File: config.mk
export PLATFORM = sky130hd
export DESIGN_NAME = cla_pipe_adder
export DESIGN_NICKNAME = d
export VERILOG_FILES = /design/src/rtl/cla_pkg.sv /design/src/rtl/cla_slice.sv /design/src/rtl/cla_pipe_adder.sv
export SDC_FILE = /design/constraint.sdc
export NUM_CORES = 1
export LEC_CHECK = 0
export BUFFER_PORTS_ARGS = -buffer_cell sky130_fd_sc_hd__buf_2
export CORE_UTILIZATION = 48
export DETAILED_ROUTE_END_ITERATION = 10
export GPL_TIMING_DRIVEN = 1
export HOLD_SLACK_MARGIN = 0.02
export PLACE_DENSITY = 0.77
export SYNTH_ARGS = -nofsm -noshare
export SYNTH_HDL_FRONTEND = slang
export SYNTH_SLANG_ARGS = --single-unit
File: constraint.sdc
create_clock -name clk -period 3.4 [get_ports clk]
set_clock_uncertainty 0.2 [all_clocks]
set_input_delay 0.34 -clock clk [delete_from_list [all_inputs] [get_ports clk]]
set_output_delay 0.34 -clock clk [all_outputs]
set_load 0.05 [all_outputs]
File: src/rtl/cla_pkg.sv
// Shared definitions for the pipelined carry-lookahead adder.
package cla_pkg;

    localparam int unsigned GROUP_DEFAULT = 4;
    localparam int unsigned GROUP_MAX     = 8;

    typedef struct packed {
        logic g;
        logic p;
    } gp_t;

    function automatic int unsigned slice_width(input int unsigned width, input int unsigned stages);
        return (stages == 0) ? 0 : width / stages;
    endfunction

    // Group generate/propagate over the low n bits of g/p.
    function automatic gp_t group_gp(input logic [GROUP_MAX-1:0] g,
                                     input logic [GROUP_MAX-1:0] p,
                                     input int unsigned n);
        gp_t r;
        r.g = 1'b0;
        r.p = 1'b1;
        for (int unsigned i = 0; i < GROUP_MAX; i++) begin
            if (i < n) begin
                r.g = g[i] | (p[i] & r.g);
                r.p = r.p & p[i];
            end
        end
        return r;
    endfunction

endpackage

File: src/rtl/cla_slice.sv
// Combinational SW-bit adder: per-group generate/propagate, lookahead across groups.
module cla_slice
    import cla_pkg::*;
#(
    parameter int unsigned SW    = 16,
    parameter int unsigned GROUP = GROUP_DEFAULT
) (
    input  logic [SW-1:0] a,
    input  logic [SW-1:0] b,
    input  logic          ci,
    output logic [SW-1:0] s,
    output logic          co,
    output logic          c_msb
);

    localparam int unsigned NG = SW / GROUP;

    logic [SW-1:0] g;
    logic [SW-1:0] p;
    logic [SW-1:0] c;
    logic [NG-1:0] gg;
    logic [NG-1:0] gpr;
    logic [NG:0]   cg;
    gp_t           t;
    logic          acc;

    assign g = a & b;
    assign p = a ^ b;

    always_comb begin
        gg  = '0;
        gpr = '0;
        cg  = '0;
        c   = '0;
        t   = '0;
        acc = 1'b0;
        for (int unsigned j = 0; j < NG; j++) begin
            t      = group_gp(GROUP_MAX'(g[j*GROUP +: GROUP]), GROUP_MAX'(p[j*GROUP +: GROUP]), GROUP);
            gg[j]  = t.g;
            gpr[j] = t.p;
        end
        // Each group carry is a flat sum-of-products of group G/P terms and ci.
        for (int unsigned j = 0; j <= NG; j++) begin
            acc = ci;
            for (int unsigned m = 0; m < j; m++) begin
                acc = gg[m] | (gpr[m] & acc);
            end
            cg[j] = acc;
        end
        for (int unsigned i = 0; i < SW; i++) begin
            acc = cg[i / GROUP];
            for (int unsigned m = (i / GROUP) * GROUP; m < i; m++) begin
                acc = g[m] | (p[m] & acc);
            end
            c[i] = acc;
        end
    end

    assign s     = p ^ c;
    assign co    = cg[NG];
    assign c_msb = c[SW-1];

endmodule

File: src/rtl/cla_pipe_adder.sv
// Pipelined CLA adder: STAGES slices with registered inter-slice carries and valid/ready flow control.
module cla_pipe_adder
    import cla_pkg::*;
#(
    parameter int unsigned WIDTH  = 32,
    parameter int unsigned STAGES = 2,
    parameter int unsigned GROUP  = GROUP_DEFAULT
) (
    input  logic             clk,
    input  logic             reset,
    input  logic             in_valid,
    output logic             in_ready,
    input  logic [WIDTH-1:0] a,
    input  logic [WIDTH-1:0] b,
    input  logic             cin,
    output logic             out_valid,
    input  logic             out_ready,
    output logic [WIDTH-1:0] sum,
    output logic             cout,
    output logic             ovf,
    output logic             zero
);

    localparam int unsigned SW = slice_width(WIDTH, STAGES);

    if (STAGES < 1 || STAGES > 8 || GROUP < 1 || GROUP > GROUP_MAX ||
        (WIDTH % (STAGES * GROUP)) != 0) begin : g_bad_params
        $error("cla_pipe_adder: WIDTH must be a multiple of STAGES*GROUP, STAGES in 1..8");
    end

    logic advance;

    // Whole pipeline moves together; only the output handshake can stall it.
    assign advance  = !out_valid || out_ready;
    assign in_ready = advance;

    for (genvar k = 0; k < STAGES; k++) begin : stg
        localparam int unsigned IW = WIDTH - k * SW;
        localparam int unsigned DW = (k + 1) * SW;

        logic [IW-1:0] a_in;
        logic [IW-1:0] b_in;
        logic          c_in;
        logic          v_in;
        logic [SW-1:0] s_sl;
        logic          co_sl;
        logic          msb_sl;
        logic [DW-1:0] s_next;
        logic          v_r;
        logic          c_r;
        logic [DW-1:0] s_r;

        if (k == 0) begin : g_first
            assign a_in   = a;
            assign b_in   = b;
            assign c_in   = cin;
            assign v_in   = in_valid;
            assign s_next = s_sl;
        end else begin : g_next
            assign a_in   = stg[k-1].g_hi.a_hi;
            assign b_in   = stg[k-1].g_hi.b_hi;
            assign c_in   = stg[k-1].c_r;
            assign v_in   = stg[k-1].v_r;
            assign s_next = {s_sl, stg[k-1].s_r};
        end

        cla_slice #(.SW(SW), .GROUP(GROUP)) u_slice (
            .a     (a_in[SW-1:0]),
            .b     (b_in[SW-1:0]),
            .ci    (c_in),
            .s     (s_sl),
            .co    (co_sl),
            .c_msb (msb_sl)
        );

        always_ff @(posedge clk) begin
            if (reset) begin
                v_r <= 1'b0;
                c_r <= 1'b0;
                s_r <= '0;
            end else if (advance) begin
                v_r <= v_in;
                c_r <= co_sl;
                s_r <= s_next;
            end
        end

        if (k < STAGES - 1) begin : g_hi
            logic [IW-SW-1:0] a_hi;
            logic [IW-SW-1:0] b_hi;
            logic             unused_msb;

            assign unused_msb = msb_sl;

            // Operand bits not yet added travel with the partial sum.
            always_ff @(posedge clk) begin
                if (reset) begin
                    a_hi <= '0;
                    b_hi <= '0;
                end else if (advance) begin
                    a_hi <= a_in[IW-1:SW];
                    b_hi <= b_in[IW-1:SW];
                end
            end
        end else begin : g_last
            logic ovf_r;
            logic zero_r;

            always_ff @(posedge clk) begin
                if (reset) begin
                    ovf_r  <= 1'b0;
                    zero_r <= 1'b0;
                end else if (advance) begin
                    ovf_r  <= msb_sl ^ co_sl;
                    zero_r <= (s_next == '0);
                end
            end
        end
    end

    assign out_valid = stg[STAGES-1].v_r;
    assign sum       = stg[STAGES-1].s_r;
    assign cout      = stg[STAGES-1].c_r;
    assign ovf       = stg[STAGES-1].g_last.ovf_r;
    assign zero      = stg[STAGES-1].g_last.zero_r;

endmodule
==> results of run 1 <==
==> report_power, final <==
group,leakage [nW],switching (mW),internal [mW]
registers,0.714,0.0672,1.10
logic,1.73,0.398,0.244
clock network,0.109,0.359,0.451
total,2.55,0.824,1.80
==> state kept, by name, summed over array words and instances, names as in the netlist <==
signal / count
cout: 1
out_valid: 1
ovf: 1
stg.c_r: 1
stg.g_hi.a_hi: 16
stg.g_hi.b_hi: 16
stg.s_r: 16
stg.v_r: 1
sum: 32
zero: 1
==> metrics by stage <==
stage          setup TNS [ns]  utilization  worst slack, ns
5_1_grt              -0.09477       0.6278         -0.09477
3_5_place_dp          -0.2744       0.5776          -0.1261
3_3_place_gp         -0.05652       0.5776         -0.05652
2_1_floorplan               0            -          0.01780
4_1_cts                     0       0.6205          0.01069
6_report                    0       0.6278          0.04748
==> cells by family (layout without fill, tap and decap cells) <==
logic type | after synthesis | in the layout | synth area share
adder cells (fa/ha/maj) | 56 | 56 | 0.2036
XOR/XNOR | 8 | 8 | 0.01620
flip-flops | 86 | 86 | 0.3980
AO/OA/AOI/OAI | 117 | 117 | 0.1600
AND/OR/NAND/NOR | 192 | 192 | 0.1811
buffers and inverters | 42 | 168 | 0.04108
==> area by class of cell <==
type / instances / area (um^2)
flip-flops and latches: 86 / 1727
clock buffers: 12 / 155.1
inverters: 13 / 48.80
multi-input cells: 373 / 2524
repair buffers: 140 / 818.3
clock inverters: 3 / 67.56
well taps: 108 / 135.1
fillers: 730 / 3246
==> what timing repair did <==
action / CTS / global route
hold buffers: 11 / 1
gates resized for setup: 8 / 10
setup endpoints to repair: 3 / 3
hold endpoints to repair: 11 / 1
buffers inserted: 0 / 0
pin swaps: 2 / 5
==> worst max-delay path, delay by kind of cell (launching register included) <==
family | cells | cell delay [ns]
AO/OA/AOI/OAI | 5 | 0.82
adder cells (fa/ha/maj) | 4 | 1.39
AND/OR/NAND/NOR | 4 | 0.52
flip-flops | 1 | 0.35
==> routing by layer <==
layer,vias up,wire (um)
li1,1921,-
met2,91,5214
met1,1787,4616
met4,0,174
met5,-,0
met3,12,431
==> cells in the final DEF, fill, tap and decap left out, types with 2 or more instances in the layout <==
master,Yosys,final
nor4_2,0,3
buf_2,16,105
a211oi_1,11,11
fa_2,0,3
a21o_4,2,2
nor2b_1,3,2
bufinv_16,0,2
xnor2_1,8,6
a21oi_1,84,84
nor3_1,3,2
dlygate4sd3_1,0,12
buf_4,0,23
nor2_1,20,20
nor4_1,6,3
xnor2_2,0,2
dfxtp_2,0,4
a21o_1,6,6
ha_4,0,2
dfxtp_1,86,82
o21ai_0,5,5
nand4_1,4,4
nand2_1,149,149
inv_1,12,12
fa_1,24,21
clkbuf_8,0,11
ha_1,32,30
==> worst paths after layout <==
check,end,start
max,zero$_SDFFE_PP0P_,stg[0].g_hi.a_hi[2]$_SDFFE_PP0P_
min,stg[0].g_hi.b_hi[4]$_SDFFE_PP0P_,b[20]
max reg2reg,zero$_SDFFE_PP0P_,stg[0].g_hi.a_hi[2]$_SDFFE_PP0P_
min reg2reg,sum[24]$_SDFFE_PP0P_,sum[24]$_SDFFE_PP0P_
==> run metrics, run 1 <==
worst hold path class=in -> reg; most frequent cells after synthesis=nand2_1 (149), dfxtp_1 (86), a21oi_1 (84); syn avg cell area=8.634 um^2; reg2reg path depth=13; critical path type=reg -> reg; ys flop type=dfxtp_1; CP Launch Type=flop; CP required=3.49 ns; Starting Density=0.4960; Nets=748; mapped cell area=0.004325 mm^2; Max VDD drop=0.0001910 V; most used cell along the critical path=fa_2; 1st-iter DRT viols=141; Hold Fails Final Rpt=0; post-DP HPWL=7.509 mm; grt met3 use=0.03540; top cells by area, synth=dfxtp_1 (40%), nand2_1 (13%), fa_1 (11%); Crit. End Element=flop; DR vias=3811; CORE AREA=0.008721 mm^2; max-slew violations=0; Final min period=3.353 ns; CTS buffer count=9; max frequency=298.3 MHz; slowest CP cell=fa_2; RePlAce Congestion=0.8479; ys async rst share=0; clk sinks=86; Synth warnings=0; hold path depth=3; initial antenna violation count=0; DRT antenna net count=0; most used routing layer=met2; post-synth top area cell=dfxtp_1; Post-Syn Nets=626; n_diodes=0; Pre-antenna DRT Iters=4; TritonCTS clock tree=built; I/O Buffers=105; FP Rows=34; register-to-register setup slack=0.05 ns; post-synthesis sequential area ratio=0.3980; wire per inst=14.20 um; vias in the first global route=3706; H-tree depth=3; RSZ-0062 raised after global routing=true; Worst Path Max Fanout=2; CTS Buffer Depth=2; Area Growth Syn to Fin=26.58%; GRT Total Usage=0.2282; MaxCap Viol Count=0; instance area at placement=0.005037 mm^2; CP Cell Sequence=ha_4 -> a21oi_4 -> o221ai_2 -> a21o_4 -> a21o_4 -> fa_2 -> fa_2 -> fa_2 -> nor4_2 -> nand4_1 -> nor3_1 -> a21oi_1 -> nor2_1; Min Hold Slack=0.02963 ns; post-synth top area share=0.3980; endpoints failing setup=0; layout cells sized above 1=0.2679; flops & latches, synth=86; slowest cell delay on critical path=0.44 ns; die area=0.009394 mm^2; Mapped Cells=501; WL final=10.44 mm; via/cell ratio=5.185; cell leakage power=2.550 nW; crit share post-route=0.9860; Worst-Margin Slew=1.026 ns; Design Area, Final=0.005475 mm^2; first-pass GRT wire length=17.22 mm; Clk Latency, worst-skew pair=0.36 ns; # DRC=0; dpl cells=708; most common cell in the netlist=nand2_1; Post-synth EDFFs=0; clk root buf=clkbuf_8; worst path arrival time=3.44 ns; # IOs=106; Design Power=2.619 mW; Overflow after GRT=0; met2 Use GR=0.3803; status=complete, no violations; Cell variety after synth=33; Final Non-Filler Cells=735; clock-pin slew on the worst setup and hold paths=0.08 ns; Chip Width=96.93 um; met1 GRT Util=0.2955; die height=96.93 um; Slew headroom=0.3161; pin count of the biggest net entering global routing=79; Pwr Density=478.4 mW/mm^2
(Power assumes the default switching activity.)
==> run 2: changes to the inputs <==
--- a/config.mk
+++ b/config.mk
@@ -6,11 +6,15 @@
 export NUM_CORES = 1
 export LEC_CHECK = 0
 export BUFFER_PORTS_ARGS = -buffer_cell sky130_fd_sc_hd__buf_2
-export CORE_UTILIZATION = 48
+export CELL_PAD_IN_SITES_DETAIL_PLACEMENT = 1
+export CELL_PAD_IN_SITES_GLOBAL_PLACEMENT = 2
+export CORE_UTILIZATION = 30
+export CTS_BUF_LIST = sky130_fd_sc_hd__clkbuf_4
 export DETAILED_ROUTE_END_ITERATION = 10
 export GPL_TIMING_DRIVEN = 1
 export HOLD_SLACK_MARGIN = 0.02
-export PLACE_DENSITY = 0.77
+export PLACE_DENSITY = 0.79
 export SYNTH_ARGS = -nofsm -noshare
 export SYNTH_HDL_FRONTEND = slang
+export SYNTH_HIERARCHICAL = 1
 export SYNTH_SLANG_ARGS = --single-unit
==> run 2 against run 1 <==
Effect of this change:
- combinational power increased by 8.4%
- synthesized area rose by 7.3%
- clock power decreased by 38%
- fmax is 0.13% lower
- worst hold slack better by 0.11 ns
- critical path depth fell by 1
- final area is 7.3% higher
- critical endpoint unchanged
- largest power group unchanged
==> run metrics, run 2 <==
status=complete, no violations; wire per inst=14.96 um (+5.3%); Post-Syn Nets=642 (+2.6%); Clk Latency, worst-skew pair=0.46 ns (+0.10 ns); WHS Endpoint=stg[0].s_r[7]$_SDFFE_PP0P_; pin count of the biggest net entering global routing=86 (+8.9%); most used cell along the critical path=fa_2; Nets=780 (+4.3%); hold path depth=5 (+2); cell leakage power=2.664 nW (+4.5%); syn avg cell area=8.974 um^2 (+3.9%); # DRC=0 (unchanged); WL final=12.70 mm (+22%); GRT Total Usage=0.1637 (-0.06447); FP Rows=45 (+32%); MaxCap Viol Count=0 (unchanged); commonest cells after routing, fill and taps aside=nand2_1 (142), buf_2 (104), dfxtp_1 (80); clk root buf=clkbuf_4; layout cells sized above 1=0.3455 (+0.07751); Worst-Margin Slew=0.9234 ns (-0.1025 ns); RSZ-0062 raised after global routing=true; endpoints failing setup=0 (unchanged); Crit. Startpoint=stg[0].g_hi.a_hi[2]$_SDFFE_PP0P_; mapped cell area=0.004639 mm^2 (+7.3%); critical path type=reg -> reg; TritonCTS clock tree=built; die height=126.4 um (+30%); Setup WS post-layout=0.04312 ns (-0.004359 ns); Crit. End Element=flop; reg-to-reg endpoint=zero$_SDFFE_PP0P_; worst hold start=b[7]; CTS Buffer Depth=2 (unchanged); crit share post-route=0.9873 (+0.001282); Design Power=2.368 mW (-9.6%); commonest non-fill, non-tap cell in the layout=nand2_1; worst path arrival time=3.54 ns (+0.10 ns); H-tree depth=3 (unchanged); clk sinks=86 (unchanged); Area Growth Syn to Fin=26.67% (about the same); CTS buffer count=9 (unchanged); CORE AREA=0.01515 mm^2 (+74%); clock-pin slew on the worst setup and hold paths=0.13 ns (+0.05 ns); 1st-iter DRT viols=140 (-0.71%); Core Util, Final=0.3880 (-0.2398); CP Cell Sequence=ha_1 -> a211o_1 -> a21oi_2 -> nor2_1 -> fa_2 -> fa_2 -> fa_2 -> xor2_1 -> nor4_2 -> buf_4 -> nand3_1 -> o31ai_2; Mapped Cells=517 (+3.2%); register-to-register setup slack=0.04 ns (about the same); Pre-antenna DRT Iters=4 (unchanged); die area=0.01597 mm^2 (+70%); worst hold path class=in -> reg; initial antenna violation count=1 (+1); Chip Width=126.4 um (+30%); Hold Fails Final Rpt=0 (unchanged); Max VDD drop=0.0001538 V (-19%); # IOs=106 (unchanged); slowest cell delay on critical path=0.38 ns (-0.06 ns); vias in the first global route=4205 (+13%); I/O Buffers=105 (unchanged); Pwr Density=402.9 mW/mm^2 (-16%); DR vias=3986 (+4.6%); RePlAce Congestion=0.8279 (-2.4%); max-slew violations=0 (unchanged); Starting Density=0.3063 (-0.1897); DRT antenna net count=0 (unchanged); Final min period=3.357 ns (+0.004359 ns); max frequency=297.9 MHz (-0.13%); pre-CTS setup slack=-0.06114 ns (+0.06495 ns); CP Launch Type=flop; slowest CP cell=fa_2; Worst Path Max Fanout=2 (unchanged); via/cell ratio=4.695 (-9.5%); Overflow after GRT=0 (unchanged); first-pass GRT wire length=20.64 mm (+20%); Reg2Reg Launch Point=stg[0].g_hi.a_hi[2]$_SDFFE_PP0P_; cell family with the largest share of critical-path delay=adder cells; CP required=3.59 ns (+0.10 ns); Largest register FFs=32 (unchanged); Synth warnings=6 (+6); Slew headroom=0.3844 (+0.06834); post-DP HPWL=9.084 mm (+21%); WP buf/inv=1 (+1); reg2reg path depth=12 (-1)
## run 2: cell types whose count changed in the layout (fill, tap and decap cells not counted), moves of 7 or more
| cell | before | now |
|---|---|---|
| a21oi_2 | 1 | 31 |
| nand2_2 | 0 | 30 |
| a21oi_1 | 84 | 60 |
| dlygate4sd3_1 | 12 | 33 |
| nor2_1 | 20 | 8 |
| clkbuf_8 | 11 | 0 |
| clkbuf_4 | 0 | 10 |
| a211oi_1 | 11 | 2 |
| inv_1 | 12 | 20 |
| nand2_1 | 149 | 142 |
## run 2: metrics by stage
step / area [um^2] / hold WS (ns) / TNS, ns / cells
final: 5877 / 0.1355 / 0 / 849
after global routing: 5877 / 0.1326 / -0.1693 / 849
after CTS: 5758 / 0.08974 / 0 / 845
after detailed placement: 5296 / 0.2448 / -0.06114 / 796
after global placement: 5296 / 0.2357 / 0 / 796
after floorplan: 4639 / 0.2322 / 0 / 517
## run 2: final cells by class
cell class,instances,area (um^2)
multi-input cells,380,2725
clock inverters,6,28.78
clock buffers,10,75.07
repair buffers,156,993.5
well taps,188,235.2
flip-flops and latches,86,1729
fillers,1794,9269
diodes,1,2.502
inverters,22,87.58
## run 2: worst max-delay path by stage
| stage | cells after the start | slack, ns | end |
|---|---|---|---|
| after floorplan | 13 | 0.10 | zero$_SDFFE_PP0P_ |
| after global placement | 13 | 0.008 | zero$_SDFFE_PP0P_ |
| after detailed placement | 13 | -0.06 | zero$_SDFFE_PP0P_ |
| after CTS | 12 | 0.02 | zero$_SDFFE_PP0P_ |
| after global routing | 13 | -0.17 | zero$_SDFFE_PP0P_ |
| final | 12 | 0.04 | zero$_SDFFE_PP0P_ |
## run 2: worst register-to-register path, cell delays in order, from the launching register on
cell and delay [ns]:
dfxtp_1 0.35, ha_1 0.23, a211o_1 0.31, a21oi_2 0.15
nor2_1 0.09, fa_2 0.36, fa_2 0.38, fa_2 0.37
xor2_1 0.18, nor4_2 0.15, buf_4 0.16, nand3_1 0.11
o31ai_2 0.24
## run 2: routing by layer
metal  global-route usage  routed length [um]
met4              0.06378                 293
met3              0.03796                 591
met1               0.1969                5573
met2               0.2827                6243
met5                    0                   0
## run 2: power breakdown
part | switching, mW | internal [mW] | total, mW
Sequential | 0.0692 | 1.10 | 1.17
Combinational | 0.428 | 0.269 | 0.697
Clock | 0.352 | 0.149 | 0.501
Total | 0.849 | 1.52 | 2.37
## run 2: repair_timing
action,CTS,global route
setup endpoints to repair,1,2
hold buffers,33,0
gates resized for setup,9,17
endpoints found under the hold margin,33,0
pin swaps,5,15
setup buffers,0,3
==> run 3: changes to the inputs <==
--- a/config.mk
+++ b/config.mk
@@ -13,7 +13,8 @@
 export DETAILED_ROUTE_END_ITERATION = 10
 export GPL_TIMING_DRIVEN = 1
 export HOLD_SLACK_MARGIN = 0.02
-export PLACE_DENSITY = 0.79
+export PLACE_DENSITY_LB_ADDON = 0.2
+export SLEW_MARGIN = 25
 export SYNTH_ARGS = -nofsm -noshare
 export SYNTH_HDL_FRONTEND = slang
 export SYNTH_HIERARCHICAL = 1
==> run 3 against run 2 <==
Effect of this change:
- the run now ends with negative setup slack left
- flip-flop and latch count unchanged
- global-route usage is 0.43 points lower
- sequential share of layout area about the same
- first-iteration DRC count is 15% lower
- non-clock buffer count did not move
- worst hold slack improved by 0.011 ns
- final area shrank 0.28%
- worst setup slack worse by 0.088 ns
- critical path depth shrank 1
- total power is 5.9% higher
- core utilization down 0.11 points
- largest cell class unchanged
- largest power group unchanged
==> run metrics, run 3 (synthesis gave the netlist of run 2 again) <==
status=complete, but fails checks; failing checks=negative setup slack; via/cell ratio=4.618 (-1.6%); CORE AREA=0.01515 mm^2 (unchanged); CP Launch Type=flop; clk sinks=86 (unchanged); wire per inst=14.04 um (-6.1%); post-DP HPWL=8.537 mm (-6.0%); die height=126.4 um (unchanged); FP Rows=45 (unchanged); endpoints failing setup=1 (+1); pin count of the biggest net entering global routing=88 (+2.3%); critical path type=reg -> reg; max frequency=290.3 MHz (-2.6%); Min Hold Slack=0.1466 ns (+0.01107 ns); I/O Buffers=105 (unchanged); Chip Width=126.4 um (unchanged); first-pass GRT wire length=20.04 mm (-2.9%); RSZ-0062 raised after global routing=true; # DRC=0 (unchanged); Setup WS post-layout=-0.04491 ns (-0.08803 ns); 1st-iter DRT viols=119 (-15%); Worst Path Max Fanout=2 (unchanged); setup_tns=-0.04491 ns (-0.04491 ns); Overflow after GRT=0 (unchanged); CP required=3.59 ns (about the same); Worst-Margin Slew=0.8991 ns (-0.02428 ns); MaxCap Viol Count=0 (unchanged); H-tree depth=3 (unchanged); cell leakage power=2.704 nW (+1.5%); slowest cell delay on critical path=0.49 ns (+0.11 ns); DRT antenna net count=0 (unchanged); clk root buf=clkbuf_4; most used cell along the critical path=fa_1; CTS Buffer Depth=2 (unchanged); Slew headroom=0.4006 (+0.01619); clock-pin slew on the worst setup and hold paths=0.13 ns (about the same); DR vias=3925 (-1.5%); commonest cells after routing, fill and taps aside=nand2_1 (142), buf_2 (104), dfxtp_1 (85); die area=0.01597 mm^2 (unchanged); slowest CP cell=fa_1; Clk Latency, worst-skew pair=0.46 ns (about the same); WP buf/inv=1 (unchanged); Pre-antenna DRT Iters=4 (unchanged); commonest non-fill, non-tap cell in the layout=nand2_1; layout cells sized above 1=0.3288 (-0.01667); Area Growth Syn to Fin=26.32%; Final min period=3.445 ns (+0.08803 ns); # IOs=106 (unchanged); Starting Density=0.3063 (unchanged); Nets=780 (unchanged); Pwr Density=427.8 mW/mm^2 (+6.2%); Largest register FFs=32 (unchanged); cell family with the largest share of critical-path delay=adder cells; TritonCTS clock tree=built; worst hold path class=in -> reg; CTS buffer count=9 (unchanged); max-slew violations=0 (unchanged); crit share post-route=1.013 (+0.02589); initial antenna violation count=1 (unchanged); vias in the first global route=4010 (-4.6%); CP Cell Sequence=ha_1 -> a211o_1 -> a21oi_2 -> nor2_1 -> fa_2 -> fa_1 -> fa_1 -> nor4_2 -> buf_4 -> nand3_1 -> o31ai_2; WL final=11.93 mm (-6.0%); worst path arrival time=3.63 ns (+0.09 ns); Max VDD drop=0.0001877 V (+22%); Crit. End Element=flop; Hold Fails Final Rpt=0 (unchanged); RePlAce Congestion=0.7719 (-6.8%); GRT Total Usage=0.1595 (-0.004255)
run 3: changes by cell type in the layout (fill, tap and decap cells not counted), moves of 4 or more:
cell / delta
ha_1: +4
fa_2: -4
ha_4: -4
dfxtp_1: +5
dfxtp_2: -5
fa_1: +4
run 3: report_power, final:
group          total, mW  switching, mW  internal (mW)
Clock              0.657          0.359          0.299
Combinational      0.684          0.420          0.264
Sequential          1.17         0.0659           1.10
run 3: path summary, 6_finish.rpt:
path,startpoint,to,slack [ns],cells after the start
worst min register to register,sum[18]$_SDFFE_PP0P_,sum[18]$_SDFFE_PP0P_,0.26,2
worst min-delay path,b[13],stg[0].s_r[13]$_SDFFE_PP0P_,0.15,4
worst max register to register,stg[0].g_hi.a_hi[3]$_SDFFE_PP0P_,zero$_SDFFE_PP0P_,-0.04,11
worst max-delay path,stg[0].g_hi.a_hi[3]$_SDFFE_PP0P_,zero$_SDFFE_PP0P_,-0.04,11
run 3: layout make-up:
class | instances | area [um^2]
Timing Repair Buffer | 156 | 997.2
Tap cell | 188 | 235.2
Sequential cell | 86 | 1723
Multi-Input combinational cell | 380 | 2661
Clock buffer | 10 | 75.07
Fill cell | 1803 | 9285
Antenna cell | 2 | 5.005
Inverter | 22 | 87.58
Clock inverter | 6 | 76.32
run 3: worst min-delay path, delay by kind of cell:
kind | cells | cell delay (ns)
AOI/OAI and AO/OA | 1 | 0.12
buffers and inverters | 1 | 0.11
adders and majority gates | 1 | 0.16
and+or+nand+nor | 1 | 0.05
run 3: repair_timing:
| action | in CTS | in global routing |
|---|---|---|
| endpoints found under the setup margin | 1 | 2 |
| hold endpoints to repair | 33 | 0 |
| resized for setup | 4 | 10 |
| pin swaps | 1 | 1 |
| hold buffers | 33 | 0 |
| setup buffers | 0 | 1 |
run 3: per-layer routing:
| layer | vias to the layer above | track usage | routed length, um |
|---|---|---|---|
| li1 | 1982 | - | - |
| met1 | 1853 | 0.2060 | 5754 |
| met2 | 75 | 0.2571 | 5505 |
| met3 | 15 | 0.04724 | 538 |
| met4 | 0 | 0.04678 | 135 |
| met5 | - | 0 | 0 |
run 3: through the flow:
stage | util | instance area (um^2) | setup WS [ns] | instances | power [mW]
after floorplan | - | 4639 | 0.1003 | 517 | 1.625
after global routing | 0.3869 | 5861 | -0.1591 | 850 | 2.669
after CTS | 0.3836 | 5809 | -0.09597 | 847 | 2.543
after detailed placement | 0.3507 | 5311 | -0.1775 | 798 | 1.839
final | 0.3869 | 5861 | -0.04491 | 850 | 2.507
after global placement | 0.3507 | 5311 | -0.05791 | 798 | 1.827
